## config.mk

```make
export PLATFORM = sky130hd
export DESIGN_NAME = dmem_wr_sched
export DESIGN_NICKNAME = d
export VERILOG_FILES = /design/src/rtl/dmem_wr_sched.sv
export SDC_FILE = /design/constraint.sdc
export NUM_CORES = 1
export LEC_CHECK = 0
export CORE_ASPECT_RATIO = 1.25
export CORE_MARGIN = 5
export CORE_UTILIZATION = 34
export DETAILED_ROUTE_END_ITERATION = 7
export GPL_TIMING_DRIVEN = 0
export HOLD_SLACK_MARGIN = 0.02
export PLACE_DENSITY = 0.78
export SYNTH_ARGS = -nofsm -noshare
export SYNTH_HDL_FRONTEND = slang
export SYNTH_SLANG_ARGS = --single-unit
```

## constraint.sdc

```tcl
create_clock -name clock -period 3.15 [get_ports clock]
set_clock_uncertainty 0.2 [all_clocks]
set_input_delay 0.63 -clock clock [delete_from_list [all_inputs] [get_ports clock]]
set_output_delay 0.63 -clock clock [all_outputs]
set_load 0.05 [all_outputs]
```

## src/rtl/dmem_wr_sched.sv

```systemverilog
//============================================================================
// Module   : dmem_wr_sched
// Brief    : Round-robin write scheduler in front of one data-memory write
//            port. Up to NREQ requesters offer writes over valid/ready; at
//            most one is granted per cycle and the chosen address/data are
//            presented to the memory from a register, one cycle after the
//            handshake.
// Options  : DMEM_WR_STATS_EN - when defined, stall_count is a saturating
//            count of congested cycles; otherwise it is tied to zero.
// Revision : 1.0 - initial release
//============================================================================
`default_nettype none

module dmem_wr_sched #(
  parameter int NREQ   = 4,
  parameter int PTR_W  = 2,
  parameter int ADDR_W = 9,
  parameter int DATA_W = 32
) (
  input  logic                     clock,
  input  logic                     reset,
  input  logic                     hold,
  input  logic [NREQ-1:0]          req_valid,
  input  logic [NREQ*ADDR_W-1:0]   req_addr,
  input  logic [NREQ*DATA_W-1:0]   req_data,
  output logic [NREQ-1:0]          req_ready,
  output logic [ADDR_W-1:0]        mem_wr_addr,
  output logic [DATA_W-1:0]        mem_wr_data,
  output logic                     mem_wr_enable,
  output logic                     busy,
  output logic [15:0]              stall_count
);

  localparam logic [PTR_W:0]   c_NREQ_EXT = (PTR_W+1)'(NREQ);
  localparam logic [PTR_W-1:0] c_LAST_IDX = PTR_W'(NREQ-1);

  logic [PTR_W-1:0]   r_ptr;
  logic [PTR_W-1:0]   w_ptr_nxt;
  logic               w_gnt;
  logic [PTR_W-1:0]   w_gnt_idx;
  logic [NREQ-1:0]    w_ready;
  logic [ADDR_W-1:0]  w_gnt_addr;
  logic [DATA_W-1:0]  w_gnt_data;
  logic               r_wr_en;
  logic [ADDR_W-1:0]  r_wr_addr;
  logic [DATA_W-1:0]  r_wr_data;

  // Pick the first valid requester scanning from the pointer, with wrap.
  always_comb begin
    logic [PTR_W:0]   w_sum;
    logic [PTR_W-1:0] w_idx;
    w_gnt     = 1'b0;
    w_gnt_idx = '0;
    w_ready   = '0;
    w_sum     = '0;
    w_idx     = '0;
    if (!reset && !hold) begin
      for (int k = 0; k < NREQ; k++) begin
        w_sum = {1'b0, r_ptr} + (PTR_W+1)'(k);
        if (w_sum >= c_NREQ_EXT) begin
          w_sum = w_sum - c_NREQ_EXT;
        end
        w_idx = w_sum[PTR_W-1:0];
        if (!w_gnt && req_valid[w_idx]) begin
          w_gnt     = 1'b1;
          w_gnt_idx = w_idx;
        end
      end
    end
    if (w_gnt) begin
      w_ready[w_gnt_idx] = 1'b1;
    end
  end

  // Select the granted requester's address/data with constant slices.
  always_comb begin
    w_gnt_addr = '0;
    w_gnt_data = '0;
    for (int i = 0; i < NREQ; i++) begin
      if (w_gnt_idx == PTR_W'(i)) begin
        w_gnt_addr = req_addr[i*ADDR_W +: ADDR_W];
        w_gnt_data = req_data[i*DATA_W +: DATA_W];
      end
    end
  end

  // Next pointer is one past the winner; wrap explicitly for non-power-of-2 NREQ.
  always_comb begin
    w_ptr_nxt = r_ptr;
    if (w_gnt) begin
      w_ptr_nxt = (w_gnt_idx == c_LAST_IDX) ? '0 : (w_gnt_idx + PTR_W'(1));
    end
  end

  // Round-robin pointer register; frozen whenever nothing is granted.
  always_ff @(posedge clock) begin
    if (reset) begin
      r_ptr <= '0;
    end else begin
      r_ptr <= w_ptr_nxt;
    end
  end

  // Registered write port; address/data hold their last values when idle.
  always_ff @(posedge clock) begin
    if (reset) begin
      r_wr_en   <= 1'b0;
      r_wr_addr <= '0;
      r_wr_data <= '0;
    end else begin
      r_wr_en <= w_gnt;
      if (w_gnt) begin
        r_wr_addr <= w_gnt_addr;
        r_wr_data <= w_gnt_data;
      end
    end
  end

  assign req_ready     = w_ready;
  assign mem_wr_enable = r_wr_en;
  assign mem_wr_addr   = r_wr_addr;
  assign mem_wr_data   = r_wr_data;
  assign busy          = (|req_valid) | r_wr_en;

`ifdef DMEM_WR_STATS_EN
  logic        w_multi;
  logic        w_stall;
  logic [15:0] r_stall_cnt;

  // Congested cycle: someone waits with no grant, or several compete.
  assign w_multi = |(req_valid & (req_valid - NREQ'(1)));
  assign w_stall = ((|req_valid) && !w_gnt) || w_multi;

  // Saturating stall counter.
  always_ff @(posedge clock) begin
    if (reset) begin
      r_stall_cnt <= '0;
    end else if (w_stall && (r_stall_cnt != 16'hFFFF)) begin
      r_stall_cnt <= r_stall_cnt + 16'd1;
    end
  end

  assign stall_count = r_stall_cnt;
`else
  assign stall_count = 16'h0000;
`endif

endmodule

`default_nettype wire

```

==> impl_metrics.json, run 1 <==
{
  "run_status": "finished, final reports clean",
  "fin_nets": 819,
  "worstHoldPathType": "flop to flop",
  "hold_path_end": "mem_wr_data[1]",
  "core-area_um2": 8750,
  "final.period_utilization_pct": 96.5,
  "clock-sinks": 44,
  "worstSetupEndpointType": "output pin",
  "routed_wire_length_per_instance_um": 18.2,
  "setup_slack_of_the_most_critical_reg_to_reg_path_ns": 0.32,
  "ctsHoldBuffers": 0,
  "slew_headroom_pct": 51.4,
  "rsz_0062_raised_after_global_routing": "no",
  "worst-r2r-cell-count": 11,
  "worst_setup_path_start_kind": "input port",
  "whs_ns": 0.311,
  "cp_cell_sequence": "clkbuf_2 -> nor2_2 -> buf_4 -> buf_4 -> buf_4 -> buf_4 -> o211ai_1 -> ha_2 -> buf_8 -> clkbuf_16 -> and2_4 -> buf_8",
  "grt.total_usage_pct": 24.2,
  "final_layout_size_suffix_gt1_share_pct": 16.0,
  "peakVddDrop_mv": 0.218,
  "static-leakage-power_nw": 2.48,
  "design_power_total_mw": 2.04,
  "number_of_hold_slack_violations_in_the_final_timing_report": 0,
  "synthTopCellsByArea": "sky130_fd_sc_hd__dfxtp_1 (29%), sky130_fd_sc_hd__a21oi_1 (17%), sky130_fd_sc_hd__a221oi_1 (12%)",
  "synthesis.yosys.warnings": 0,
  "dieArea_um2": 11000,
  "synth.cell_area_um2": 3060,
  "mapped_avg_cell_area_um2": 7.82,
  "crit_slowest_cell": "sky130_fd_sc_hd__ha_2",
  "antenna-diode-count": 0,
  "dpl.hpwl_um": 10700,
  "post_drt_via_cell_ratio": 5.25,
  "hold_path_depth": 2,
  "num_rows": 38,
  "clockBufferDepth": 2,
  "placed_cell_area_um2": 5460,
  "postRouteWirelength_um": 13900,
  "worstPathRequired_ns": 2.32,
  "mostFrequentLayoutCell": "sky130_fd_sc_hd__clkdlybuf4s50_1",
  "critical_path.most_common_cell": "sky130_fd_sc_hd__buf_4",
  "synth_seq_cells": 44,
  "post-synth-top-area-cell": "sky130_fd_sc_hd__dfxtp_1",
  "reg2reg_from": "r_ptr[0]",
  "grt_pass1_wl_um": 21000,
  "h-tree-depth": 2,
  "number_of_global_route_vias_before_repair": 4220,
  "cts-buffers-inserted": 5,
  "layout_area_growth_over_synthesis_pct": 87.5,
  "port-buffer-count": 217,
  "drt-pass1-iter-count": 4,
  "synthesis.instances": 392,
  "finalWorstPathRequiredPeriod_ns": 3.04,
  "critical_path_arrival_ns": 2.21,
  "min_from": "mem_wr_data[1]",
  "worstSetupPathType": "input port to output pin",
  "max-cap-violations": 0,
  "setup_viol_count_final": 0,
  "antenna_found_initial": 0,
  "cpPeakStageDelay_ns": 0.22,
  "initial_core_util_pct": 35.0,
  "seq_area_frac_synth_pct": 28.7,
  "overflow": 0,
  "cts-root-buf": "sky130_fd_sc_hd__clkbuf_8",
  "post-route-drc-count": 0,
  "slew_viol_final": 0,
  "critical_path.reg2reg.endpoint": "mem_wr_addr[8]",
  "cts_tree": "yes",
  "fin_area_um2": 5750,
  "cts.clk_slew.worst_paths_ns": 0.09,
  "synth_top_area_share_pct": 28.7,
  "fmax_mhz": 329,
  "grt_max_degree": 14,
  "io_pins": 234,
  "synthArstFlopShare_pct": 0,
  "place.gp.congestion": 0.823,
  "clk_latency_ns": 0.29,
  "power_density_nw_per_um2": 356,
  "cp_max_fo": 10,
  "path_buf_inv": 8,
  "final_cell_mix": "sky130_fd_sc_hd__clkdlybuf4s50_1 (207), sky130_fd_sc_hd__a21oi_1 (102), sky130_fd_sc_hd__dfxtp_1 (44), sky130_fd_sc_hd__inv_1 (42), sky130_fd_sc_hd__a221oi_1 (41)",
  "first_iter_violations": 146,
  "die_w_um": 94.9,
  "timing.critical_path.max_delay_family": "buffers and inverters",
  "synth_edf_count": 0,
  "postRouteAntennaNets": 0,
  "die_h_um": 116,
  "synth_unique_cells": 31,
  "timing_worst_slew_pin_value_ns": 0.729,
  "synth_flop_cell": "sky130_fd_sc_hd__dfxtp_1",
  "filler_cell_count": 793,
  "num_vias": 4015
}
-- final cells by class --
| class | count | area (µm²) | area share (%) |
|---|---|---|---|
| plain buffers | 55 | 394 | 6.86 |
| clock buffers | 7 | 86.3 | 1.50 |
| clock inverters | 1 | 7.51 | 0.131 |
| inverters | 45 | 169 | 2.94 |
| multi-input cells | 261 | 1790 | 31.2 |
| flip-flops and latches | 44 | 881 | 15.3 |
| well taps | 120 | 150 | 2.61 |
| repair buffers | 232 | 2260 | 39.4 |
-- sequential cells by signal (all words and copies together), names as in the netlist --
register / count
mem_wr_enable: 1
mem_wr_data: 32
mem_wr_addr: 9
r_ptr: 2
-- report_power, final --
group | internal, mW | total [mW] | switching (mW)
logic | 0.473 | 1.00 | 0.530
registers | 0.619 | 0.660 | 0.0413
clock network | 0.179 | 0.382 | 0.203
-- per-stage QoR --
stage,setup TNS (ns),cells,util [%],setup WS (ns)
2_1_floorplan,0,407,-,0.0544
3_3_place_gp,-27.23,744,62.4,-1.64
3_5_place_dp,-29.99,744,62.4,-1.68
4_1_cts,0,763,65.7,0.00426
5_1_grt,0,765,65.7,0.0132
6_report,0,765,65.7,0.110
-- timing repair --
item	CTS	global route
resized for setup	74	9
setup endpoints to repair	46	9
buffers inserted	11	4
pin swaps	4	6
-- cells in the mapped netlist, drive strengths merged (2+ instances only) --
cell type  count
ha             4
and2           4
nor2b          3
inv           44
a21oi        126
buf           33
nand2b         4
a211o         40
o21ai          4
dfxtp         44
nor2           4
clkbuf        24
a221oi        41
nor3           2
nand2          5
-- tightest hold or removal path, delay by kind of cell, from the launching register on --
kind / cells / cell delay (ns)
AOI/OAI and AO/OA: 2 / 0.15
DFF: 1 / 0.33
-- routing by layer --
metal	global-route usage, %	vias to the layer above	wire [µm]
met2	44.3	178	7390
met3	4.64	25	944
met1	27.9	1891	5200
met4	8.57	0	387
li1	-	1921	-
met5	0	-	0
-- worst max-delay path by stage --
stage,startpoint,end,slack [ns],cells past startpoint
2_1_floorplan,reset,req_ready[3],0.05,8
3_3_place_gp,req_valid[1],req_ready[3],-1.64,10
3_5_place_dp,req_valid[3],req_ready[3],-1.68,10
4_1_cts,req_valid[2],req_ready[2],0.004,11
5_1_grt,req_valid[3],req_ready[1],0.01,10
6_report,reset,req_ready[1],0.11,12
-- cell families (layout without fill, tap and decap cells) --
| family | Yosys count | after routing | synth area share, % |
|---|---|---|---|
| adders and majority gates | 4 | 4 | 1.63 |
| AOI/OAI and AO/OA | 214 | 214 | 48.2 |
| DFF | 44 | 44 | 28.7 |
| buffers and inverters | 102 | 340 | 16.0 |
| other | 1 | 16 | 0.122 |
| and+or+nand+nor | 27 | 27 | 5.31 |
Note: power is estimated with default switching activity, not from simulation.
==> run 2: changes to the inputs <==
SLEW_MARGIN = 20   (was not set)
==> results of run 2 <==
Final layout, timing and power as in run 1 (identical DEF).
